$ cat src/rtl/alu_a_operand_ctrl_pkg.sv
// Shared types and constants for the E-stage operand-A controller:
// forward-select encodings, the per-stage pipeline record and default latencies.
package alu_a_operand_ctrl_pkg;

    localparam logic [1:0] FWD_RF = 2'd0;
    localparam logic [1:0] FWD_M  = 2'd1;
    localparam logic [1:0] FWD_W  = 2'd2;

    localparam int MULT_LAT_DEF = 5;
    localparam int DIV_LAT_DEF  = 10;

    typedef struct packed {
        logic       valid;
        logic [4:0] rs;
        logic       uses_rs;
        logic       shift_imm;
        logic       wr_en;
        logic [4:0] wr_reg;
        logic       is_load;
    } stage_rec_t;

    // A later stage can supply a forwarded RS value if it writes that register.
    // Load results are only usable once they have reached W.
    function automatic logic is_fwd_src(stage_rec_t r, logic [4:0] src, logic allow_load);
        return r.valid & r.wr_en & (allow_load | ~r.is_load) & (r.wr_reg == src);
    endfunction

endpackage

$ cat src/rtl/muldiv_busy_cnt.sv
// Busy counter for the multi-cycle mult/div unit: loads the op latency when a
// mult/div enters E, then counts down to zero; busy while nonzero.
module muldiv_busy_cnt
    import alu_a_operand_ctrl_pkg::*;
#(
    parameter int MULT_LAT = MULT_LAT_DEF,
    parameter int DIV_LAT  = DIV_LAT_DEF
) (
    input  logic clk,
    input  logic rst_n,
    input  logic start_mult,
    input  logic start_div,
    output logic busy
);

    localparam int MAX_LAT = (DIV_LAT > MULT_LAT) ? DIV_LAT : MULT_LAT;
    localparam int CNT_W   = $clog2(MAX_LAT + 1);

    localparam logic [CNT_W-1:0] MULT_CNT = CNT_W'(MULT_LAT);
    localparam logic [CNT_W-1:0] DIV_CNT  = CNT_W'(DIV_LAT);
    localparam logic [CNT_W-1:0] ONE      = CNT_W'(1);

    logic [CNT_W-1:0] cnt_d, cnt_q;

    always_comb begin
        cnt_d = cnt_q;
        if (start_div) begin
            cnt_d = DIV_CNT;
        end else if (start_mult) begin
            cnt_d = MULT_CNT;
        end else if (cnt_q != '0) begin
            cnt_d = cnt_q - ONE;
        end
    end

    always_ff @(posedge clk or negedge rst_n) begin
        if (!rst_n) begin
            cnt_q <= '0;
        end else begin
            cnt_q <= cnt_d;
        end
    end

    assign busy = (cnt_q != '0);

endmodule

$ cat src/rtl/alu_a_operand_ctrl.sv
// E-stage operand-A controller: tracks E/M/W destination records, selects the
// RS forward source and shamt mux, and raises D-stall / E-bubble on hazards.
module alu_a_operand_ctrl
    import alu_a_operand_ctrl_pkg::*;
#(
    parameter int MULT_LAT = MULT_LAT_DEF,
    parameter int DIV_LAT  = DIV_LAT_DEF
) (
    input  logic       clk,
    input  logic       rst_n,
    input  logic       d_valid,
    input  logic [4:0] d_rs,
    input  logic       d_uses_rs,
    input  logic       d_shift_imm,
    input  logic       d_wr_en,
    input  logic [4:0] d_wr_reg,
    input  logic       d_is_load,
    input  logic       d_is_mult,
    input  logic       d_is_div,
    input  logic       d_uses_hilo,
    output logic       stall_d,
    output logic       flush_e,
    output logic       mux_alu_asel,
    output logic [1:0] mfrse_sel,
    output logic       muldiv_busy
);

    stage_rec_t d_rec;
    stage_rec_t e_d, m_d, w_d;
    stage_rec_t e_q, m_q, w_q;

    logic load_use_haz;
    logic muldiv_haz;
    logic hazard;
    logic start_mult;
    logic start_div;

    always_comb begin
        d_rec = '0;
        if (d_valid) begin
            d_rec.valid     = 1'b1;
            d_rec.rs        = d_rs;
            d_rec.uses_rs   = d_uses_rs;
            d_rec.shift_imm = d_shift_imm;
            d_rec.wr_en     = d_wr_en;
            d_rec.wr_reg    = d_wr_reg;
            d_rec.is_load   = d_is_load;
        end
    end

    // A shift-immediate takes shamt as operand A, so a pending load to its RS is harmless.
    always_comb begin
        load_use_haz = d_valid & d_uses_rs & ~d_shift_imm
                     & e_q.valid & e_q.is_load & e_q.wr_en
                     & (e_q.wr_reg == d_rs) & (d_rs != 5'd0);
        muldiv_haz   = d_valid & muldiv_busy & (d_is_mult | d_is_div | d_uses_hilo);
        hazard       = load_use_haz | muldiv_haz;
    end

    assign stall_d = hazard;
    assign flush_e = hazard;

    assign start_mult = d_valid & d_is_mult & ~hazard;
    assign start_div  = d_valid & d_is_div  & ~hazard;

    always_comb begin
        e_d = hazard ? stage_rec_t'('0) : d_rec;
        m_d = e_q;
        w_d = m_q;
    end

    always_ff @(posedge clk or negedge rst_n) begin
        if (!rst_n) begin
            e_q <= '0;
            m_q <= '0;
            w_q <= '0;
        end else begin
            e_q <= e_d;
            m_q <= m_d;
            w_q <= w_d;
        end
    end

    // M beats W because it holds the younger write to the same register.
    always_comb begin
        mux_alu_asel = e_q.valid & e_q.shift_imm;
        mfrse_sel    = FWD_RF;
        if (!mux_alu_asel && e_q.uses_rs && (e_q.rs != 5'd0)) begin
            if (is_fwd_src(m_q, e_q.rs, 1'b0)) begin
                mfrse_sel = FWD_M;
            end else if (is_fwd_src(w_q, e_q.rs, 1'b1)) begin
                mfrse_sel = FWD_W;
            end
        end
    end

    logic unused_rec_bits;
    assign unused_rec_bits = ^{w_q.rs, w_q.uses_rs, w_q.shift_imm};

    muldiv_busy_cnt #(
        .MULT_LAT (MULT_LAT),
        .DIV_LAT  (DIV_LAT)
    ) u_busy_cnt (
        .clk        (clk),
        .rst_n      (rst_n),
        .start_mult (start_mult),
        .start_div  (start_div),
        .busy       (muldiv_busy)
    );

endmodule

$ cat config.mk
export PLATFORM = sky130hd
export DESIGN_NAME = alu_a_operand_ctrl
export DESIGN_NICKNAME = d
export VERILOG_FILES = /design/src/rtl/alu_a_operand_ctrl_pkg.sv /design/src/rtl/muldiv_busy_cnt.sv /design/src/rtl/alu_a_operand_ctrl.sv
export SDC_FILE = /design/constraint.sdc
export NUM_CORES = 1
export LEC_CHECK = 0
export CAP_MARGIN = 20
export CORE_MARGIN = 1
export CORE_UTILIZATION = 54
export CTS_CLUSTER_DIAMETER = 60
export CTS_CLUSTER_SIZE = 25
export DETAILED_ROUTE_END_ITERATION = 6
export PLACE_DENSITY = 0.82
export SLEW_MARGIN = 5
export SYNTH_ARGS = -nofsm -noshare
export SYNTH_HDL_FRONTEND = slang
export SYNTH_HIERARCHICAL = 1
export SYNTH_SLANG_ARGS = --single-unit
$ cat constraint.sdc
create_clock -name clk -period 2.7 [get_ports clk]
set_input_delay 0.54 -clock clk [delete_from_list [all_inputs] [get_ports clk]]
set_output_delay 0.54 -clock clk [all_outputs]
set_load 0.1 [all_outputs]
# Word level (Yosys, flattened, before mapping)

Index checks and enable logic that the tools add are counted.

Register bits: 34
Input bits: 20
Output and inout bits: 6
Word-level logic and storage cells: 59

Add/subtract/negate cells: 1
Eq/ne operators: 3
Muxes and demuxes: 8
Bitwise logic cells: 25
Reduce and logical (&&, ||, !) cells: 7

Operators by type and width:

| cell                                             | number |
|---|---|
| 2-to-1 mux 15 bit                                | 2 |
| AND 1 bit                                        | 19 |
| equality test 5 bit                              | 3 |
| 2-to-1 mux 4 bit                                 | 3 |
| nonzero test 5 bit                               | 2 |
| 2-to-1 mux 2 bit                                 | 3 |
| nonzero test 4 bit                               | 1 |
| subtractor 4 x 1 -> 4 bit, second input constant | 1 |
| inverter 1 bit                                   | 3 |
| OR 1 bit                                         | 3 |
| nonzero test 3 bit                               | 1 |
| logical AND 1 bit                                | 2 |
| logical NOT 1 bit                                | 1 |

# Logic depth before layout (Yosys ltp)

Gate-level depths: netlist (run 1).

Word-level depth: 12
Gate-level depth with buffers: 8
Gate-level depth less buffers: 8

# By module

Netlist (run 1), hierarchy kept.

Modules (own cells, without submodules):

| module             | instances | cells an instance | area an instance (sq um) | sequential area each (sq um) |
|---|---|---|---|---|
| alu_a_operand_ctrl | 1         | 87                | 1164.9                   | 750.7 |
| muldiv_busy_cnt    | 1         | 22                | 235.2                    | 100.1 |

# Worst setup path after synthesis (run 1)

No wires, ideal clock.

Path type: flip-flop to output port
Start: register u_busy_cnt.cnt_q[0]
End: output stall_d
Arrival time: 4.391 ns
Required time: 2.160 ns
Setup slack: -2.231 ns
Stages on the path, launching flop included: 8
Path buffers: 1
Cell sequence: dfrtp_1 inv_1 ha_1 nor3b_2 inv_1 o31ai_1 o21ai_0 buf_4

Longest elaborated chain between the ends: 4

Ends and longest elaborated chain:

| item                     | line                     | text |
|---|---|---|
| start: declaration       | muldiv_busy_cnt.sv:23    | `logic [CNT_W-1:0] cnt_d, cnt_q;` |
| start signal: assignment | muldiv_busy_cnt.sv:40    | `cnt_q <= cnt_d;` |
| nonzero test 4 bit       | muldiv_busy_cnt.sv:44    | `assign busy = (cnt_q != '0);` |
| net muldiv_busy          | alu_a_operand_ctrl.sv:25 | `output logic muldiv_busy` |
| AND 1 bit (2 in series)  | alu_a_operand_ctrl.sv:56 | `muldiv_haz = d_valid & muldiv_busy & (d_is_mult \| d_is_div \| d_uses_hilo);` |
| OR 1 bit                 | alu_a_operand_ctrl.sv:57 | `hazard = load_use_haz \| muldiv_haz;` |
| end: declaration         | alu_a_operand_ctrl.sv:21 | `output logic stall_d,` |

The timed path passes the listed nets, and every way through them passes these cells.

# Final worst setup path (run 1)

Start: input d_valid
End: output flush_e

Longest elaborated chain between the ends: 8
Elaborated cells between the ends (all ways): 10
Those cells by class: 10 x bitwise

Ends and longest elaborated chain:

| item                    | line                     | text |
|---|---|---|
| start: declaration      | alu_a_operand_ctrl.sv:11 | `input logic d_valid,` |
| AND 1 bit (2 in series) | alu_a_operand_ctrl.sv:53 | `load_use_haz = d_valid & d_uses_rs & ~d_shift_imm` |
| AND 1 bit (3 in series) | alu_a_operand_ctrl.sv:54 | `& e_q.valid & e_q.is_load & e_q.wr_en` |
| AND 1 bit (2 in series) | alu_a_operand_ctrl.sv:55 | `& (e_q.wr_reg == d_rs) & (d_rs != 5'd0);` |
| OR 1 bit *              | alu_a_operand_ctrl.sv:57 |  |
| end: declaration        | alu_a_operand_ctrl.sv:22 | `output logic flush_e,` |

Every way passes the cells marked *; elsewhere a longest branch is shown, timed or not.

==> qor.txt, run 1 <==
crit-path max FO = 4
total gr overflow = 0
clock-pin slew on the worst setup and hold paths = 0.09 ns
final hold violation count = 0
Max Used Layer = met4
area occupied by registers = 851 um2
routed wl met2 = 1250 um
Initial DRT Pass Iterations = 4
vias = 945
dpl ws = 0.143 ns
Layout area overhead = 29.9%
antenna diode count = 0
Post-synth ARST share = 100%
minimum clock period = 2.56 ns
Initial Utilization = 57.0%
drt wl/cell = 14.0 um
Final Power = 0.00145 W
routed wire length on met3 = 127 um
post-route DRC violation count = 0
Initial DRC Count = 6
final design utilization = 74.1%
pin count of the biggest net entering global routing = 35
aggregate global-route resource usage = 21.5%
CP endpoint kind = primary output
FMAX = 390 MHz
leak pwr = 0.863 nW
layout cells sized above 1 = 21.3%
worst path required time = 2.16 ns
htree depth = 2
distinct cell type count after synthesis = 33
final wirelength = 2390 um
Fin Clk Skew = 0.00869 ns
Clock Path Buffers = 2
initial antenna violation count = 0
HP Class = register to register
Core Area = 2450 um2
average size of a mapped cell = 12.8 um2
Worst-Margin Slew = 0.402 ns
Synth Flop Type = dfrtp_1
Die ar. = 2800 um2
CTS sink cnt = 34
arrival time worst endpoint = 2.02 ns
post-DR vias/cell = 5.53
Final #Nets = 162
VDD IR-drop max = 800 uV
max cap viols = 0
pwr dens = 797 nW/um2
Final ANT Viol Nets = 0
Setup WS post-layout = 0.138 ns
post-route met1 wirelength = 930 um
CTS tree = done
Tcrit/Tclk final = 94.9%
Final setup viols = 0
Synth Register Bits = 34
CTS root buf = clkbuf_4
unrepaired setup endpoints after global routing = false
leading cell types in the layout, fill and taps excluded = 34 x dfrtp_1, 19 x clkdlybuf4s50_1, 14 x xnor2_1, 8 x and3_1, 8 x and3_2
sequence of cells on the critical path = clkdlybuf4s50_1, and4b_1, nand3_1, a211o_1, o21ai_4, buf_12
Multi-input gate area = 529 um2
Filler Cell Count = 163
slowest CP cell = clkdlybuf4s50_1
EDFF count, synth = 0
Post-DP HPWL = 1840 um
startpoint type of the worst setup path = input port
Final Max Tran Viols = 0
CP Buf/Inv Count = 2
clk_lat worst skew = 0.34 ns
Max stage delay on crit path = 0.52 ns
first-pass GRT wire length = 4000 um
Inserted Clock Buffers = 5
die width = 52.9 um
Yosys warnings = 6
outcome = completed
vias in the first global route = 954
Mapped Cells = 109
register area share after synthesis = 60.8%
num rows = 18
max_slew headroom = 73.2%
commonest non-fill, non-tap cell in the layout = dfrtp_1
CP top delay family = buffers and inverters
die height = 52.9 um
syn nets = 131
RePlAce Congestion = 0.830
num ports = 26
Crit Path Category = input port to primary output
Synth Cell Area = 1400 um2
count of buffers from port buffering = 25
-- metrics by stage --
step | hold slack [ns] | std cells | area (um2) | setup TNS [ns]
6_report | 0.388 | 171 | 1820 | 0
5_1_grt | 0.402 | 171 | 1820 | 0
4_1_cts | 0.396 | 171 | 1810 | 0
3_5_place_dp | 0.373 | 163 | 1740 | 0
3_3_place_gp | 0.360 | 163 | 1740 | 0
2_1_floorplan | 0.244 | 109 | 1420 | -0.187
-- per-layer routing --
layer	vias up	GRT usage (%)
met4	0	11.8
li1	445	-
met2	36	34.8
met3	8	8.91
met5	-	0
met1	456	23.7
-- final cells by class --
class,instances,area share [%]
clock buffers,7,2.48
clock inverters,1,1.65
inverters,6,1.44
multi-input cells,66,29.1
flip-flops and latches,34,46.8
well taps,30,2.06
repair buffers,27,16.5
-- cell usage after synthesis, types with 2 or more instances --
library cell  number  share of area (%)
dfrtp_1           34                 61
xnor2_1           14                8.8
and3_1             8                3.6
and3_2             8                4.3
inv_1              6                1.6
nand2_1            3               0.80
nand4_1            3                1.3
nor2_1             3               0.80
a311o_1            2                1.4
ha_1               2                1.8
nand2b_1           2               0.89
nand3_1            2               0.71
or4_1              2                1.1
-- state kept, by name, summed over array words and instances (netlist names) --
| register | flops |
|---|---|
| e_q | 15 |
| m_q | 8 |
| u_busy_cnt/cnt_q | 4 |
| w_q | 7 |
-- path summary, 6_finish.rpt --
| path | start | end | slack [ns] | cells after the start |
|---|---|---|---|---|
| setup / recovery | d_valid | flush_e | 0.14 | 6 |
| hold / removal | m_q[6]$_DFF_PN0_ | w_q[6]$_DFF_PN0_ | 0.39 | 0 |
| setup reg to reg | u_busy_cnt/cnt_q[0]$_DFFE_PN0P_ | u_busy_cnt/cnt_q[1]$_DFFE_PN0P_ | 0.64 | 8 |
| hold reg to reg | m_q[6]$_DFF_PN0_ | w_q[6]$_DFF_PN0_ | 0.39 | 0 |
| max in group asynchronous | rst_n | u_busy_cnt/cnt_q[0]$_DFFE_PN0P_ | 1.82 | 2 |
| min in group asynchronous | rst_n | m_q[1]$_DFF_PN0_ | 0.59 | 2 |
-- logic make-up (layout without fill, tap and decap cells) --
| kind of cell | Yosys count | after routing | synth area share [%] |
|---|---|---|---|
| flops | 34 | 34 | 60.8 |
| xor+xnor | 15 | 15 | 9.38 |
| compound gates | 9 | 9 | 4.92 |
| fa+ha+maj | 2 | 2 | 1.79 |
| simple gates | 40 | 40 | 19.9 |
| buf+inv | 9 | 41 | 3.22 |
-- what timing repair did --
action                                  4_1_cts  5_1_grt
endpoints found under the setup margin        0        2
buffers inserted                              0        0
resized for setup                             0        1
hold buffers                                  0        0
-- where the power goes --
| part | total, W | internal (W) | leakage [nW] | switching, W |
|---|---|---|---|---|
| clock | 0.000354 | 0.000196 | 0.0395 | 0.000158 |
| combinational | 0.000444 | 0.000210 | 0.363 | 0.000234 |
| sequential | 0.000651 | 0.000588 | 0.460 | 0.0000627 |
| total | 0.00145 | 0.000995 | 0.863 | 0.000455 |
No activity file was read; power rests on OpenSTA's default activity.
==> run 2: changes to the inputs <==
--- a/config.mk
+++ b/config.mk
@@ -11,6 +11,7 @@
 export CTS_CLUSTER_DIAMETER = 60
 export CTS_CLUSTER_SIZE = 25
 export DETAILED_ROUTE_END_ITERATION = 6
+export HOLD_SLACK_MARGIN = 0.1
 export PLACE_DENSITY = 0.82
 export SLEW_MARGIN = 5
 export SYNTH_ARGS = -nofsm -noshare
==> results of run 2 <==
The final DEF is identical to that of run 1; final timing and power are the same.
==> run 3: changes to the inputs <==
--- a/config.mk
+++ b/config.mk
@@ -5,11 +5,11 @@
 export SDC_FILE = /design/constraint.sdc
 export NUM_CORES = 1
 export LEC_CHECK = 0
+export ABC_CLOCK_PERIOD_IN_PS = 2700
 export CAP_MARGIN = 20
 export CORE_MARGIN = 1
 export CORE_UTILIZATION = 54
 export CTS_CLUSTER_DIAMETER = 60
-export CTS_CLUSTER_SIZE = 25
 export DETAILED_ROUTE_END_ITERATION = 6
 export HOLD_SLACK_MARGIN = 0.1
 export PLACE_DENSITY = 0.82
==> results of run 3 <==
The final DEF is identical to that of run 1; final timing and power are the same.
